`src/rtl/mem_stage.sv`:
```
// Memory-access pipeline stage: registers the EX->MEM bus and merges load data from the data SRAM.
// Latency: 1 cycle (bus capture to mem_to_wb_bus). Backpressure: stall[3]/stall[4] hold or bubble the stage.
// Optional macro MEM_FWD_EN adds the MEM->decode forwarding outputs.
module mem_stage #(
  parameter int STALL_W      = 6,
  parameter int EX_TO_MEM_WD = 76,
  parameter int MEM_TO_WB_WD = 70
) (
  input  logic                    clk,
  input  logic                    rst,
  input  logic                    flush,
  input  logic [STALL_W-1:0]      stall,
  input  logic [EX_TO_MEM_WD-1:0] ex_to_mem_bus,
  input  logic [31:0]             data_sram_rdata,
  output logic [MEM_TO_WB_WD-1:0] mem_to_wb_bus,
  output logic                    mem_busy
`ifdef MEM_FWD_EN
  ,
  output logic                    mem_fwd_we,
  output logic [4:0]              mem_fwd_waddr,
  output logic [31:0]             mem_fwd_wdata
`endif
);

  typedef enum logic {FRESH = 1'b0, HELD = 1'b1} state_t;

  state_t                  state, state_nxt;
  logic [EX_TO_MEM_WD-1:0] bus_r;
  logic [31:0]             rdata_buf;
  logic [31:0]             load_data;

  logic [31:0] pc;
  logic        data_ram_en;
  logic [3:0]  data_ram_wen;
  logic        sel_rf_res;
  logic        rf_we;
  logic [4:0]  rf_waddr;
  logic [31:0] ex_result;
  logic [31:0] rf_wdata;
  logic        is_load;

  logic bubble;
  logic bus_keep;
  logic unused_stall;

  assign bubble       = stall[3] & ~stall[4];
  // Only this combination leaves bus_r untouched on the edge; everything else rewrites it.
  assign bus_keep     = ~flush & stall[3] & stall[4];
  assign unused_stall = ^{stall[STALL_W-1:5], stall[2:0]};

  always_ff @(posedge clk or posedge rst) begin
    if (rst) begin
      bus_r <= '0;
    end else if (flush || bubble) begin
      bus_r <= '0;
    end else if (!stall[3]) begin
      bus_r <= ex_to_mem_bus;
    end
  end

  assign pc           = bus_r[75:44];
  assign data_ram_en  = bus_r[43];
  assign data_ram_wen = bus_r[42:39];
  assign sel_rf_res   = bus_r[38];
  assign rf_we        = bus_r[37];
  assign rf_waddr     = bus_r[36:32];
  assign ex_result    = bus_r[31:0];

  assign is_load = data_ram_en & (data_ram_wen == 4'b0000) & sel_rf_res;

  always_ff @(posedge clk or posedge rst) begin
    if (rst) begin
      state <= FRESH;
    end else begin
      state <= state_nxt;
    end
  end

  always_comb begin
    state_nxt = FRESH;
    if (bus_keep && (state == HELD || is_load)) begin
      state_nxt = HELD;
    end
  end

  // SRAM data is only valid in the first MEM cycle, so grab it on the edge that starts the hold.
  always_ff @(posedge clk or posedge rst) begin
    if (rst) begin
      rdata_buf <= '0;
    end else if (bus_keep && state == FRESH && is_load) begin
      rdata_buf <= data_sram_rdata;
    end
  end

  always_comb begin
    mem_busy  = 1'b0;
    load_data = data_sram_rdata;
    if (state == HELD) begin
      mem_busy  = 1'b1;
      load_data = rdata_buf;
    end
  end

  assign rf_wdata      = sel_rf_res ? load_data : ex_result;
  assign mem_to_wb_bus = {pc, rf_we, rf_waddr, rf_wdata};

`ifdef MEM_FWD_EN
  logic bus_vld;
  assign bus_vld       = |bus_r;
  assign mem_fwd_we    = bus_vld & rf_we;
  assign mem_fwd_waddr = bus_vld ? rf_waddr : 5'd0;
  assign mem_fwd_wdata = bus_vld ? rf_wdata : 32'd0;
`endif

endmodule

```
`config.mk`:
```
export PLATFORM = sky130hd
export DESIGN_NAME = mem_stage
export DESIGN_NICKNAME = d
export VERILOG_FILES = /design/src/rtl/mem_stage.sv
export SDC_FILE = /design/constraint.sdc
export NUM_CORES = 1
export LEC_CHECK = 0
export CAP_MARGIN = 30
export CORE_ASPECT_RATIO = 0.8
export CORE_UTILIZATION = 31
export CTS_BUF_LIST = sky130_fd_sc_hd__clkbuf_4 sky130_fd_sc_hd__clkbuf_8 sky130_fd_sc_hd__clkbuf_16
export DETAILED_ROUTE_END_ITERATION = 12
export MAX_ROUTING_LAYER = met4
export PLACE_DENSITY_LB_ADDON = 0.2
export REMOVE_ABC_BUFFERS = 1
export SLEW_MARGIN = 10
export SYNTH_ARGS = -nofsm -noshare
export SYNTH_HDL_FRONTEND = slang
export SYNTH_SLANG_ARGS = --single-unit
```
`constraint.sdc`:
```
create_clock -name clk -period 5.1 [get_ports clk]
set_clock_uncertainty 0.15 [all_clocks]
set_input_delay 1.53 -clock clk [delete_from_list [all_inputs] [get_ports clk]]
set_output_delay 1.53 -clock clk [all_outputs]
set_load 0.01 [all_outputs]
```
# After elaboration in Yosys (flattened, before gate mapping)
# Index checks and enable logic that the tools add are counted.
# W data, S select, Z words.
[word_totals]
register_bits = 109
inputBits = 117
out_inout_bits = 71
wordCells = 24
[op_classes]
eq_ne = 1
muxes = 6
bitwise = 8
reduce_logical = 6
[ops]
columns = ["operator", "n"]
rows = [
  ["$mux W76", 2],
  ["$mux W32", 2],
  ["$and A1 B1 Y1", 5],
  ["$logic_not A4 Y1", 1],
  ["$logic_and A1 B1 Y1", 3],
  ["$not A1 Y1", 3],
  ["$logic_or A1 B1 Y1", 2],
  ["$mux W1", 2],
  ["$ne A2 B1 Y1 const B", 1],
]

# Logic depth before layout (Yosys ltp)
[depth]
ltp_word = 6
depth_mapped = 5
mapped_depth_nobuf = 3

# Worst setup path before layout
# Ideal clock, no wire load.
[synth_timing]
path_type = "input-to-output"
start = "in data_sram_rdata[29]"
end = "out mem_to_wb_bus[29]"
t_arrival_ns = 1.813
required_ns = 3.420
path_slack_ns = 1.607
path_stages = 2
path_buffers = 0
cell_sequence = "mux2i_1 a21oi_1"
[synth_between]
elab_chain_len = 2
[synth_lines]
columns = ["element", "line", "source"]
rows = [
  ["start, declared", "14", "input logic [31:0] data_sram_rdata,"],
  ["$mux W32", "98", "if (state == HELD) begin"],
  ["$mux W32", "104", "assign rf_wdata = sel_rf_res ? load_data : ex_result;"],
  ["end, declared", "15", "output logic [MEM_TO_WB_WD-1:0] mem_to_wb_bus,"],
]
# No other way between the ends.

# Final worst setup path
[layout_timing]
start = "in data_sram_rdata[21]"
end = "out mem_to_wb_bus[21]"
# The elaborated chain is that of the path after synthesis.

==> impl_metrics.tcl <==
set metrics [dict create \
    clock-sinks 109 \
    worstPathArrival_ns 2.86 \
    die_x_microns 144 \
    p_leak_nw 3.16 \
    finalNetCount 638 \
    drt_iter0_drc 147 \
    hp-class "flip-flop to flip-flop" \
    crit_fanout 2 \
    peakVddDrop_mv 0.150 \
    cts-root-buf "clkbuf_16" \
    antenna_found_initial 0 \
    maxCapViolations 0 \
    grt_pass1_wl_mm 19.2 \
    grt_start_max_net_pins 78 \
    synthCells 390 \
    die_h_microns 115 \
    holdPathEnd "bus_r[43]" \
    start_util 0.316 \
    vias 3558 \
    tns_ns 0 \
    max_freq_mhz 220 \
    path_clk_slew_ns 0.08 \
    dpl-instance-area_sq_mm 0.00673 \
    gr-total-overflow 0 \
    drcViolationCount 0 \
    rows 41 \
    yosys_warnings 0 \
    r2r_slack_ns 2.61 \
    syn_to_final_growth_pct 41.4 \
    diodes 0 \
    wl_mm 12.4 \
    holdPathStages 1 \
    final-hold-violation-count 0 \
    final_cell_mix "183 x clkdlybuf4s50_1, 107 x dfrtp_1, 76 x a22o_1" \
    setup_viol_count_final 0 \
    cts_buffer_depth 2 \
    grt_pass1_vias 3530 \
    finish.instance_area_sq_mm 0.00705 \
    wire_per_inst_microns 16.7 \
    grt_usage 0.160 \
    worst_setup_path_end_kind "primary output" \
    firstDrtPassIters 6 \
    dp_hpwl_mm 7.67 \
    htreeDepth 3 \
    total_power_mw 1.94 \
    dieArea_sq_mm 0.0166 \
    gp_congestion 0.687 \
    clock_latency_ns 0.35 \
    cts_tree "built" \
    critPathRequiredTime_ns 3.42 \
    avgSynthCellArea_sq_um 12.8 \
    r2r-end "rdata_buf[25]" \
    cts_setup_buffers 0 \
    relSlewSlack 0.417 \
    n_fill_cell 1469 \
    drive_gt1_frac 0.116 \
    viasPerCell 4.80 \
    p_per_area_mw_per_mm2 276 \
    portBuffers 183 \
    worstHoldStart "bus_r[43]" \
    post_cts_resized 0 \
    ios 188 \
    core_region_area_sq_mm 0.0157 \
    ant_nets 0 \
    synth-seq-cells 109 \
    r2r_cells 4 \
    startpoint_type "input port" \
    crit_type "input port to primary output" \
    yosysSeqAreaShare 0.547 \
    min_period_ns 4.54 \
    ctsHoldBuffers 0 \
    period_share 0.891 \
    final_max_slew_viol_count 0 \
    synthesis.area_sq_mm 0.00498 \
    worstMarginPinSlew_ns 0.875 \
    cts-buffers-inserted 9 \
    final_common_cell "clkdlybuf4s50_1" \
    reg2reg_from "bus_r[38]" \
    status "completed" \
    rsz0062_at_grt "no" \
    synthDistinctLibCells 17 \
]
registers in the layout, summed over array words and instances, names as in the netlist:
signal / count
bus_r: 76
rdata_buf: 32
state: 1
area by class of cell:
class,count,area [sq um],share of cell area
multi-input cells,211,1830,0.259
clock inverters,7,76.3,0.0108
inverters,1,6.26,0.000888
repair buffers,189,1910,0.272
clock buffers,9,225,0.0320
well taps,215,269,0.0382
flip-flops and latches,109,2730,0.387
worst max-delay path by stage:
stage,startpoint,end,slack (ns),depth (start not counted)
finish,data_sram_rdata[21],mem_to_wb_bus[21],0.56,4
global route,data_sram_rdata[21],mem_to_wb_bus[21],0.49,4
CTS,data_sram_rdata[21],mem_to_wb_bus[21],0.56,4
detailed placement,data_sram_rdata[21],mem_to_wb_bus[21],0.57,4
global placement,data_sram_rdata[21],mem_to_wb_bus[21],0.57,4
floorplan,flush,rdata_buf[0],0.27,3
power by group:
part           leakage [nW]  internal (mW)  switching (mW)
sequential             1.47          0.903          0.0262
clock                 0.142          0.383           0.331
combinational          1.55          0.187           0.115
total                  3.16           1.47           0.472
critical path, cell delays in order:
cell and delay [ns]:
clkdlybuf4s50_1 0.49, mux2i_1 0.07, a21oi_1 0.19, clkdlybuf4s50_1 0.58
metal layers:
| metal | global-route usage | wire, microns | part of all wire | vias up |
|---|---|---|---|---|
| met5 | - | 0 | 0 | - |
| met4 | 0.0362 | 95 | 0.0077 | 0 |
| met3 | 0.0679 | 1130 | 0.091 | 10 |
| met2 | 0.218 | 5130 | 0.41 | 158 |
| met1 | 0.217 | 6030 | 0.49 | 1756 |
| li1 | - | - | - | 1634 |
synthesized netlist by cell type:
library cell | number | area, sq um
and3b_1 | 1 | 8.76
mux2_2 | 2 | 22.5
a21oi_1 | 33 | 165
buf_6 | 3 | 33.8
mux2_4 | 30 | 450
nor4b_4 | 1 | 23.8
nor2_1 | 33 | 124
nor2b_1 | 2 | 12.5
clkbuf_1 | 13 | 48.8
nand4b_4 | 1 | 23.8
mux2i_1 | 32 | 320
dfrtp_1 | 109 | 2730
buf_2 | 9 | 45.0
buf_1 | 6 | 22.5
inv_1 | 1 | 3.75
buf_4 | 38 | 285
a22o_1 | 76 | 666
metrics by stage:
stage	setup WS, ns	std cells	hold WS [ns]	utilization
after global routing	0.487	741	0.366	0.447
after CTS	0.557	740	0.359	0.446
after global placement	0.571	724	0.334	0.427
final	0.556	741	0.354	0.447
after detailed placement	0.571	724	0.340	0.427
after floorplan	0.272	321	0.315	-
logic make-up after synthesis:
| family | share of synthesized area |
|---|---|
| buf+inv | 0.0881 |
| simple gates | 0.0387 |
| compound gates | 0.167 |
| mux | 0.159 |
| flops | 0.547 |
Note: power is estimated with default switching activity, not from simulation.
